--- config.mk ---
export PLATFORM = sky130hd
export DESIGN_NAME = muldiv_seq
export DESIGN_NICKNAME = d
export VERILOG_FILES = /design/src/rtl/muldiv_pkg.sv /design/src/rtl/muldiv_seq.sv
export SDC_FILE = /design/constraint.sdc
export NUM_CORES = 1
export LEC_CHECK = 0
export ABC_AREA = 1
export CAP_MARGIN = 20
export CELL_PAD_IN_SITES_DETAIL_PLACEMENT = 0
export CELL_PAD_IN_SITES_GLOBAL_PLACEMENT = 1
export CORE_MARGIN = 4
export CORE_UTILIZATION = 30
export DETAILED_ROUTE_END_ITERATION = 12
export PLACE_DENSITY_LB_ADDON = 0.25
export SETUP_SLACK_MARGIN = 0.02
export SYNTH_ARGS = -nofsm -noshare
export SYNTH_HDL_FRONTEND = slang
export SYNTH_SLANG_ARGS = --single-unit
--- constraint.sdc ---
create_clock -name clk -period 4.9 [get_ports clk]
set_input_delay 1.225 -clock clk [delete_from_list [all_inputs] [get_ports clk]]
set_output_delay 1.225 -clock clk [all_outputs]
set_load 0.01 [all_outputs]
--- src/rtl/muldiv_pkg.sv ---
// Shared constants for the multi-cycle multiply/divide sequencer and the ALU it borrows.
package muldiv_pkg;

    localparam int ITERS = 32;

    localparam logic [3:0] ALU_OP_ADD = 4'b0010;
    localparam logic [3:0] ALU_OP_SUB = 4'b0110;

    // op[1] = divide, op[0] = signed
    localparam logic [1:0] OP_MULTU = 2'b00;
    localparam logic [1:0] OP_MULT  = 2'b01;
    localparam logic [1:0] OP_DIVU  = 2'b10;
    localparam logic [1:0] OP_DIV   = 2'b11;

    typedef enum logic [2:0] {
        ST_IDLE   = 3'd0,
        ST_ABS_A  = 3'd1,
        ST_ABS_B  = 3'd2,
        ST_ITER   = 3'd3,
        ST_FIX_LO = 3'd4,
        ST_FIX_HI = 3'd5,
        ST_DONE   = 3'd6
    } state_t;

endpackage

--- src/rtl/muldiv_seq.sv ---
// MULT/MULTU/DIV/DIVU sequencer driving the shared ALU over 36 busy cycles.
// Divide support is compiled in only when MULDIV_DIV_EN is defined.
module muldiv_seq #(
    parameter int WIDTH = 32,
    parameter int ITERS = 32
) (
    input  logic             clk,
    input  logic             rst_n,
    input  logic             start,
    input  logic [1:0]       op,
    input  logic [WIDTH-1:0] rs,
    input  logic [WIDTH-1:0] rt,
    output logic             busy,
    output logic             done,
    output logic [WIDTH-1:0] hi,
    output logic [WIDTH-1:0] lo,
    output logic             div_by_zero,
    output logic [3:0]       alu_opselect,
    output logic [WIDTH-1:0] alu_x,
    output logic [WIDTH-1:0] alu_y,
    input  logic [WIDTH-1:0] alu_res,
    input  logic             alu_c_out,
    input  logic             alu_zero,
    output logic [2:0]       dbg_state
);
    import muldiv_pkg::*;

    localparam int CNT_W = $clog2(ITERS);

    // Handshake: start is taken only in IDLE or DONE; busy covers every cycle from
    // the accepting edge up to DONE; done is a single-cycle pulse and hi/lo/div_by_zero
    // hold their value until the next accepted start.

    state_t             state_q, state_d;
    logic [CNT_W-1:0]   cnt_q, cnt_d;
    logic [WIDTH-1:0]   hi_q, hi_d;
    logic [WIDTH-1:0]   lo_q, lo_d;
    logic [WIDTH-1:0]   b_q, b_d;
    logic               neg_a_q, neg_a_d;
    logic               neg_b_q, neg_b_d;
    logic               lo_zero_q, lo_zero_d;
    logic               dbz_q, dbz_d;
`ifdef MULDIV_DIV_EN
    logic               is_div_q, is_div_d;
    logic [WIDTH-1:0]   hi_sh;
    logic               shift_out;
`endif

    always_ff @(posedge clk or negedge rst_n) begin
        if (!rst_n) state_q <= ST_IDLE;
        else        state_q <= state_d;
    end

    always_comb begin
        state_d = state_q;
        case (state_q)
            ST_IDLE, ST_DONE: begin
                state_d = ST_IDLE;
                if (start) begin
`ifdef MULDIV_DIV_EN
                    state_d = ST_ABS_A;
`else
                    state_d = op[1] ? ST_DONE : ST_ABS_A;
`endif
                end
            end
            ST_ABS_A:  state_d = ST_ABS_B;
            ST_ABS_B:  state_d = ST_ITER;
            ST_ITER:   state_d = (cnt_q == CNT_W'(ITERS - 1)) ? ST_FIX_LO : ST_ITER;
            ST_FIX_LO: state_d = ST_FIX_HI;
            ST_FIX_HI: state_d = ST_DONE;
            default:   state_d = ST_IDLE;
        endcase
    end

`ifdef MULDIV_DIV_EN
    assign hi_sh     = {hi_q[WIDTH-2:0], lo_q[WIDTH-1]};
    assign shift_out = hi_q[WIDTH-1];
`endif

    // ALU drive is purely a function of state; idle states request ADD(0, 0).
    always_comb begin
        alu_opselect = ALU_OP_ADD;
        alu_x        = '0;
        alu_y        = '0;
        busy         = 1'b0;
        done         = 1'b0;
        dbg_state    = state_q;
        case (state_q)
            ST_ABS_A: begin
                busy = 1'b1; alu_opselect = ALU_OP_SUB; alu_y = lo_q;
            end
            ST_ABS_B: begin
                busy = 1'b1; alu_opselect = ALU_OP_SUB; alu_y = b_q;
            end
            ST_ITER: begin
                busy = 1'b1; alu_x = hi_q; alu_y = b_q;
`ifdef MULDIV_DIV_EN
                if (is_div_q) begin
                    alu_opselect = ALU_OP_SUB; alu_x = hi_sh;
                end
`endif
            end
            ST_FIX_LO: begin
                busy = 1'b1; alu_opselect = ALU_OP_SUB; alu_y = lo_q;
            end
            ST_FIX_HI: begin
                busy = 1'b1; alu_x = ~hi_q; alu_y = {{(WIDTH-1){1'b0}}, lo_zero_q};
`ifdef MULDIV_DIV_EN
                if (is_div_q) begin
                    alu_opselect = ALU_OP_SUB; alu_x = '0; alu_y = hi_q;
                end
`endif
            end
            ST_DONE: done = 1'b1;
            default: ;
        endcase
    end

    always_ff @(posedge clk or negedge rst_n) begin
        if (!rst_n) begin
            cnt_q     <= '0;
            hi_q      <= '0;
            lo_q      <= '0;
            b_q       <= '0;
            neg_a_q   <= 1'b0;
            neg_b_q   <= 1'b0;
            lo_zero_q <= 1'b0;
            dbz_q     <= 1'b0;
`ifdef MULDIV_DIV_EN
            is_div_q  <= 1'b0;
`endif
        end else begin
            cnt_q     <= cnt_d;
            hi_q      <= hi_d;
            lo_q      <= lo_d;
            b_q       <= b_d;
            neg_a_q   <= neg_a_d;
            neg_b_q   <= neg_b_d;
            lo_zero_q <= lo_zero_d;
            dbz_q     <= dbz_d;
`ifdef MULDIV_DIV_EN
            is_div_q  <= is_div_d;
`endif
        end
    end

    always_comb begin
        cnt_d     = cnt_q;
        hi_d      = hi_q;
        lo_d      = lo_q;
        b_d       = b_q;
        neg_a_d   = neg_a_q;
        neg_b_d   = neg_b_q;
        lo_zero_d = lo_zero_q;
        dbz_d     = dbz_q;
`ifdef MULDIV_DIV_EN
        is_div_d  = is_div_q;
`endif
        case (state_q)
            ST_IDLE, ST_DONE: begin
                if (start) begin
                    cnt_d   = '0;
                    hi_d    = '0;
                    lo_d    = rs;
                    b_d     = rt;
                    neg_a_d = op[0] & rs[WIDTH-1];
                    neg_b_d = op[0] & rt[WIDTH-1];
                    dbz_d   = 1'b0;
`ifdef MULDIV_DIV_EN
                    is_div_d = op[1];
`else
                    if (op[1]) lo_d = '0;
`endif
                end
            end
            ST_ABS_A: if (neg_a_q) lo_d = alu_res;
            ST_ABS_B: if (neg_b_q) b_d = alu_res;
            ST_ITER: begin
                cnt_d = cnt_q + 1'b1;
`ifdef MULDIV_DIV_EN
                if (is_div_q) begin
                    // Restoring step: a set shifted-out bit means the partial remainder exceeds B.
                    if (shift_out || alu_c_out) begin
                        hi_d = alu_res;
                        lo_d = {lo_q[WIDTH-2:0], 1'b1};
                    end else begin
                        hi_d = hi_sh;
                        lo_d = {lo_q[WIDTH-2:0], 1'b0};
                    end
                end else
`endif
                if (lo_q[0]) {hi_d, lo_d} = {alu_c_out, alu_res, lo_q[WIDTH-1:1]};
                else         {hi_d, lo_d} = {1'b0, hi_q, lo_q[WIDTH-1:1]};
            end
            ST_FIX_LO: begin
                lo_zero_d = alu_zero;
                if (neg_a_q ^ neg_b_q) lo_d = alu_res;
            end
            ST_FIX_HI: begin
`ifdef MULDIV_DIV_EN
                if (is_div_q) begin
                    if (neg_a_q) hi_d = alu_res;
                    dbz_d = (b_q == '0);
                end else
`endif
                if (neg_a_q ^ neg_b_q) hi_d = alu_res;
            end
            default: ;
        endcase
    end

    assign hi          = hi_q;
    assign lo          = lo_q;
    assign div_by_zero = dbz_q;

endmodule

Word level (Yosys, flattened, before mapping)
Index checks and enable logic that the tools add are counted.
{ "word_totals": {"elab_cells": 63, "ff_bits": 107, "output_inout_bits": 138, "input_bits": 103} }
{ "op_classes": {"n_addsub": 1, "eq_ne": 12, "mux": 23, "reduce_logical": 15, "bitwise_logic": 4} }
{ "op_table": {"columns": ["cell", "count"], "rows": [
  ["32-bit 2-to-1 mux", 9],
  ["32-bit one-hot mux with 3 select lines", 2],
  ["32-bit one-hot mux with 2 select lines", 2],
  ["32-bit one-hot mux with 4 select lines", 1],
  ["32-bit NOT", 1],
  ["3-bit one-hot mux with 6 select lines", 1],
  ["3-bit 2-to-1 mux", 4],
  ["2-bit != test, second input constant", 5],
  ["5-bit one-hot mux with 2 select lines", 1],
  ["3-bit == test, second input constant", 3],
  ["3-bit by 2-bit == test with 1-bit output, second input constant", 2],
  ["3-bit AND reduction", 2],
  ["2-bit OR reduction", 3],
  ["5-bit by 1-bit adder with 5-bit output, second input constant", 1],
  ["5-bit == test, second input constant", 1],
  ["5-bit 2-to-1 mux", 1],
  ["5-bit OR reduction", 1],
  ["2-bit AND reduction", 2],
  ["4-bit AND reduction", 1],
  ["2-bit nonzero test", 2],
  ["4-bit nonzero test", 1],
  ["3-bit by 1-bit == test with 1-bit output, second input constant", 1],
  ["3-bit logical NOT", 1],
  ["3-bit nonzero test", 1],
  ["4 further kinds", 6]
]} }

Longest topological paths before layout
Gate-level depths: netlist (run 1).
{ "depth": {"depth_word": 4, "mapped_depth": 11, "ltp_nobuf": 9} }

Least setup slack after synthesis (run 1)
OpenSTA, ideal clock, no wires.
{ "synth_timing": {"path_type": "flip-flop to output port", "startpoint": "reg state_q[2] (netlist: dbg_state[2])", "endpoint": "out alu_x[16]", "setup_slack_ns": 2.150, "path_buffers": 3, "t_arrival_ns": 1.525, "stages_incl_launch_ff": 7, "t_required_ns": 3.675, "path_cell_list": "dfrtp_1 buf_2 inv_2 nand3_1 buf_2 clkbuf_1 o21ai_0"} }
{ "synth_via": {"elab_chain_cells": 2, "elab_cells_between_ends": 3, "cone_classes": "2 x eq/ne; 1 x mux"} }
{ "synth_rtl": {"columns": ["element", "line", "text"], "rows": [
  ["start, declared", "muldiv_seq.sv:34", "state_t state_q, state_d;"],
  ["start signal, assigned", "muldiv_seq.sv:51", "else state_q <= state_d;"],
  ["3-bit == test or 3-bit by 2-bit == test with 1-bit output (tied branches)", "muldiv_seq.sv:89", "case (state_q)"],
  ["32-bit one-hot mux with 2 select lines *", "muldiv_seq.sv:89", null],
  ["end, declared", "muldiv_seq.sv:19", "output logic [WIDTH-1:0] alu_x,"]
]} }
Mark *: on every way between the ends. The rest lies on a longest branch, timed or not.

Worst setup path after layout (run 1)
{ "layout_timing": {"startpoint": "reg state_q[2] (netlist: dbg_state[2])", "endpoint": "out alu_x[22]"} }
The elaborated chain is that of the path after synthesis.

==> out/qor.yml, run 1 <==
worst_setup_path:
  cp.arrival_ns: 2.79
  crit_cells: 4
  r2r-start: "dbg_state[2]"
  required_ns: 3.67
  path_buf_inv: 2
  slowest_delay_ns: 0.61
  reg2reg_slack_ns: 1.45
  crit_family: "buffers and inverters"
  crit_type: "reg -> out"
  crit_end: "alu_x[22]"
  critPathCaptureType: "output pin"
  cp-startpoint: "dbg_state[2]"
  r2r-end: "hi[9]"
  worstRegToRegCells: 7
  path_cells: "inv_2, nand3_4, o21ai_0, clkdlybuf4s50_1"
  critPathLaunchType: "flop"
  cp_max_fo: 58
  slowest_stage: "clkdlybuf4s50_1"
route:
  post_drt_wl_per_cell_um: 17.6
  vias: 8012
  wl_um: 29300
  drcViolationCount: 0
  drtIter0Drc: 553
  drt_first_pass_iters: 4
  antenna_left: 0
  viasPerCell: 4.83
yosys:
  synth_compound_area_share_pct: 10.0
  synth_mux_area_share_pct: 0
  synth.distinct_cells: 26
  synth_top_family_by_area: "simple AND/OR/NAND/NOR gates"
  synth_fa_ha_area_share_pct: 0.696
  ys_ff_latch: 107
  synthCells: 1153
  synth.cell_area_um2: 7200
  ys_seq_area_share_pct: 37.2
  synth_flop_cell: "dfrtp_1"
  yosys.area_share.simple_pct: 42.6
  avgSynthCellArea_um2: 6.24
  async_flop_share_pct: 100
  yosys.area_share.xor_xnor_pct: 0
  synth_warnings: 0
  synth_edf_count: 0
grt:
  grt_overflow: 0
  grt_usage_pct: 21.7
  grt_pass1_vias: 8158
  grt_max_degree: 67
  antenna_found_initial: 0
  grt_first_pass_wirelength_um: 45700
layout:
  syn_to_final_growth_pct: 40.5
  fin_nets: 1443
  multiInputGateArea_um2: 3910
  n_antenna_cell: 0
  drive_above_1_share_pct: 4.77
  final_cells: 1660
  regArea_um2: 2680
  nFillCells: 2515
clock_tree:
  numCtsBuffers: 9
  cts-root-buf: "clkbuf_16"
  hold_buffers: 0
  clkSinkCount: 107
  post_cts_buffers: 0
  cts_buffer_depth: 2
  cts_tree: "yes"
  clkLatencyLatePin_ns: 0.35
  cts_resized: 0
  path_clk_slew_ns: 0.07
  htree_levels: 3
die:
  die-height_um: 163
  rows: 56
  die_w_um: 163
  initial_core_util_pct: 30.6
  core_area_um2: 23500
  die_area_um2: 26500
  ios: 241
placed_design:
  post-place-ws_ns: 1.23
  dpl.cell_count: 1644
  dp_hpwl_um: 19700
  globalplace.congestion: 0.799
  io_buffers: 236
pwr:
  total_power_w: 0.00629
  p_per_area_nw_per_um2: 622
  ir_drop_mv: 0.445
  leakage_nw: 4.85
timing:
  clock.fmax_ghz: 0.249
  holdWs_ns: 0.476
  slew_headroom_pct: 27.4
  hold_violations: 0
  finalCritPeriodShare_pct: 81.9
  worst_pin_slew_ns: 1.09
  rsz0062_at_grt: "false"
  worst_slack_ns: 0.886
  finalCriticalPeriod_ns: 4.01
  fin_setup_tns_ns: 0
  finalSetupViolCount: 0
  skew_ns: 0.0150
  slew_viol_final: 0
flow_run:
  timing.max_cap.violations: 0
hold_path:
  hp-class: "reg -> reg"
  hp-start: "b_q[6]"
  min_path_cells: 2
outcome:
  run_status: "finished clean"
[cell usage in the layout, fill, tap and decap left out, drive strengths merged, types with 2 or more instances in the layout]
cell type,instances
nand2,534
clkdlybuf4s50,235
dfrtp,107
o21ai,100
nand3,81
inv,81
nand4,64
nor2,47
a21oi,37
buf,20
clkbuf,10
or2,8
conb,4
ha,4
clkinv,2
[flip-flops by register name, summed over array words and instances, names as in the netlist]
signal	flops
cnt_q	5
hi	32
dbg_state	3
lo_zero_q	1
lo	32
b_q	32
neg_b_q	1
neg_a_q	1
[how the worst min path moves through the flow]
stage | slack [ns] | to
final | 0.48 | b_q[6]
after CTS | 0.48 | b_q[6]
after global routing | 0.49 | b_q[2]
after global placement | 0.45 | b_q[2]
after detailed placement | 0.46 | b_q[12]
after floorplan | 0.44 | b_q[0]
[cells by family (layout without fill, tap and decap cells)]
logic type / Yosys count / in the layout
and+or+nand+nor: 735 / 735
other: 2 / 4
adders and majority gates: 4 / 4
DFF: 107 / 107
buffers and inverters: 164 / 350
AOI/OAI and AO/OA: 141 / 141
[synth_stat cells, types with 5 or more instances]
| library cell | number | area, µm² |
|---|---|---|
| nand2_1 | 532 | 2000 |
| dfrtp_1 | 107 | 2680 |
| o21ai_0 | 100 | 500 |
| nand3_1 | 80 | 400 |
| inv_1 | 75 | 282 |
| nand4_1 | 64 | 400 |
| nor2_1 | 45 | 169 |
| clkbuf_1 | 41 | 154 |
| a21oi_1 | 36 | 180 |
| buf_2 | 35 | 175 |
| or2_2 | 8 | 50.1 |
| buf_4 | 5 | 37.5 |
[stage by stage]
stage / area, µm² / util, %
finish: 10100 / 42.9
global route: 10100 / 42.9
CTS: 10100 / 42.9
detailed placement: 9800 / 41.6
global placement: 9800 / 41.6
floorplan: 7200 / -
[power breakdown]
part | internal [W] | switching, W | total (W)
Sequential | 0.00122 | 0.000256 | 0.00148
Combinational | 0.00142 | 0.00260 | 0.00403
Clock | 0.000417 | 0.000366 | 0.000783
Total | 0.00306 | 0.00323 | 0.00629
[routing by layer]
layer  track usage [%]  vias to the layer above  wire length, µm
met1              28.9                     3695            13400
met3              3.64                       29             1750
met5                 0                        -                0
met4              5.83                        0              437
met2              36.6                      250            13700
li1                  -                     4038                -
[layout make-up]
cell class,instances,share of cell area (%)
well taps,319,3.95
clock buffers,10,2.36
multi-input cells,884,38.7
inverters,79,2.93
flip-flops and latches,107,26.5
clock inverters,6,0.706
repair buffers,255,24.9
[worst min-delay path: cells and delay by family, from the launching register on]
kind	cells	cell delay, ns
DFF	1	0.34
and+or+nand+nor	2	0.11
No activity file was read; power rests on OpenSTA's default activity.
==> run 2: changes to the inputs <==
- clock period: 4.9 -> 4 ns (I/O delays scaled with it)
==> out/qor.yml, run 2 (synthesis results as in run 1) <==
outcome:
  run_status: "finished clean"  # unchanged
route:
  drt_first_pass_iters: 5  # was 4
  antenna_left: 0  # unchanged
  vias: 8174  # was 8012
  post_drt_wl_per_cell_um: 17.8  # was 17.6 µm
  viasPerCell: 4.89  # was 4.83
  drtIter0Drc: 510  # was 553
  wl_um: 29800  # was 29300 µm
  drcViolationCount: 0  # unchanged
worst_setup_path:
  slowest_delay_ns: 0.61  # about the same
  path_cells: "inv_2, ha_2, buf_4, nand2_1, o21ai_0, clkdlybuf4s50_1"  # was inv_2, nand3_4, o21ai_0, clkdlybuf4s50_1
  cp_max_fo: 21  # was 58
  crit_type: "reg -> out"  # unchanged
  cp-startpoint: "dbg_state[2]"  # unchanged
  cp.arrival_ns: 2.79  # about the same
  critPathLaunchType: "flop"  # unchanged
  critPathCaptureType: "output pin"  # unchanged
  slowest_stage: "ha_2"  # was clkdlybuf4s50_1
  required_ns: 3.00  # was 3.67 ns
  r2r-start: "dbg_state[0]"  # was dbg_state[2]
flow_run:
  timing.max_cap.violations: 0  # unchanged
clock_tree:
  htree_levels: 3  # unchanged
  clkLatencyLatePin_ns: 0.36  # was 0.35 ns
  numCtsBuffers: 9  # unchanged
  hold_buffers: 0  # unchanged
  cts-root-buf: "clkbuf_16"  # unchanged
  clkSinkCount: 107  # unchanged
  cts_buffer_depth: 2  # unchanged
  path_clk_slew_ns: 0.08  # was 0.07 ns
  cts_tree: "yes"  # unchanged
layout:
  final_common_cell: "nand2_1"  # unchanged
  final_cells: 1670  # was 1660
  fin_nets: 1453  # was 1443
  syn_to_final_growth_pct: 41.3  # was 40.5%
  layout_common_cells: "529 x nand2_1, 235 x clkdlybuf4s50_1, 106 x dfrtp_1, 100 x o21ai_0, 77 x nand3_1"  # unchanged
  n_antenna_cell: 0  # unchanged
  nFillCells: 2564  # was 2515
  drive_above_1_share_pct: 5.48  # was 4.77%
placed_design:
  globalplace.congestion: 0.799  # about the same
  dp_hpwl_um: 20300  # was 19700 µm
  dpl.cell_count: 1654  # was 1644
  io_buffers: 236  # unchanged
hold_path:
  hp-class: "reg -> reg"  # unchanged
  hp-start: "b_q[6]"  # unchanged
pwr:
  p_per_area_nw_per_um2: 765  # was 622 nW/µm²
  leakage_nw: 4.89  # was 4.85 nW
  ir_drop_mv: 0.545  # was 0.445 mV
grt:
  grt_usage_pct: 22.2  # was 21.7%
  grt_overflow: 0  # unchanged
  antenna_found_initial: 0  # unchanged
  grt_max_degree: 58  # was 67
  grt_first_pass_wirelength_um: 46200  # was 45700 µm
  grt_pass1_vias: 8029  # was 8158
die:
  die_w_um: 163  # unchanged
  ios: 241  # unchanged
  die-height_um: 163  # unchanged
  rows: 56  # unchanged
  core_area_um2: 23500  # unchanged
  initial_core_util_pct: 30.6  # unchanged
  die_area_um2: 26500  # unchanged
timing:
  worst_pin_slew_ns: 0.850  # was 1.09 ns
  slew_headroom_pct: 43.2  # was 27.4%
  slew_viol_final: 0  # unchanged
  finalCriticalPeriod_ns: 3.79
  clock.fmax_ghz: 0.264
  rsz0062_at_grt: "false"  # unchanged
  fin_setup_tns_ns: 0  # unchanged
  finalSetupViolCount: 0  # unchanged
  hold_violations: 0  # unchanged
  finalCritPeriodShare_pct: 94.6
  skew_ns: 0.0127  # was 0.0150 ns
## run 2: layout make-up
type | count | area (µm²) | area share (%)
repair buffers | 265 | 2600 | 25.6
flip-flops and latches | 107 | 2680 | 26.3
inverters | 79 | 297 | 2.92
well taps | 319 | 399 | 3.92
multi-input cells | 884 | 3910 | 38.5
clock buffers | 9 | 225 | 2.21
clock inverters | 7 | 56.3 | 0.554
## run 2: power by group
| group | internal [W] | leakage (nW) | total, W | switching, W |
|---|---|---|---|---|
| Combinational | 0.00183 | 3.35 | 0.00503 | 0.00320 |
| Clock | 0.000436 | 0.143 | 0.000908 | 0.000472 |
| Sequential | 0.00150 | 1.40 | 0.00185 | 0.000348 |
## run 2: worst paths after layout
| kind | to | slack [ns] | cells after the start |
|---|---|---|---|
| setup / recovery | alu_y[26] | 0.21 | 6 |
| hold / removal | b_q[6] | 0.47 | 2 |
| setup reg to reg | b_q[7] | 1.29 | 9 |
| hold reg to reg | b_q[6] | 0.47 | 2 |
| max in group asynchronous | hi[15] | 2.53 | 2 |
| min in group asynchronous | lo[3] | 0.69 | 1 |
## run 2: repair_timing
| action | 4_1_cts | 5_1_grt |
|---|---|---|
| resized for setup | 0 | 1 |
| endpoints found under the setup margin | 0 | 10 |
| hold endpoints to repair | 0 | 0 |
| buffers inserted | 0 | 0 |
## run 2: metal layers
layer	GRT usage, %	part of all wire (%)	up-vias
met4	5.99	2.2	0
met5	0	0	-
met3	3.90	6.4	40
li1	-	-	4072
met1	30.7	46	3787
met2	35.9	46	275
## run 2: metrics by stage
step                      util (%)  total power, W  setup slack, ns  cell area [µm²]  hold WS [ns]
after global placement        42.0         0.00695            0.638             9880         0.456
after detailed placement      42.0         0.00697            0.557             9880         0.460
after global routing          43.2         0.00847           0.0259            10200         0.508
final                         43.2         0.00779            0.214            10200         0.473
after CTS                     43.2         0.00792            0.151            10200         0.478
after floorplan                  -         0.00460             1.47             7200         0.442
## run 2: critical path: cells and delay by family, from the launching register on
kind                       cells  cell delay, ns
and+or+nand+nor                1            0.07
DFF                            1            0.53
adders and majority gates      1            0.61
AOI/OAI and AO/OA              1            0.09
buffers and inverters          3            1.13
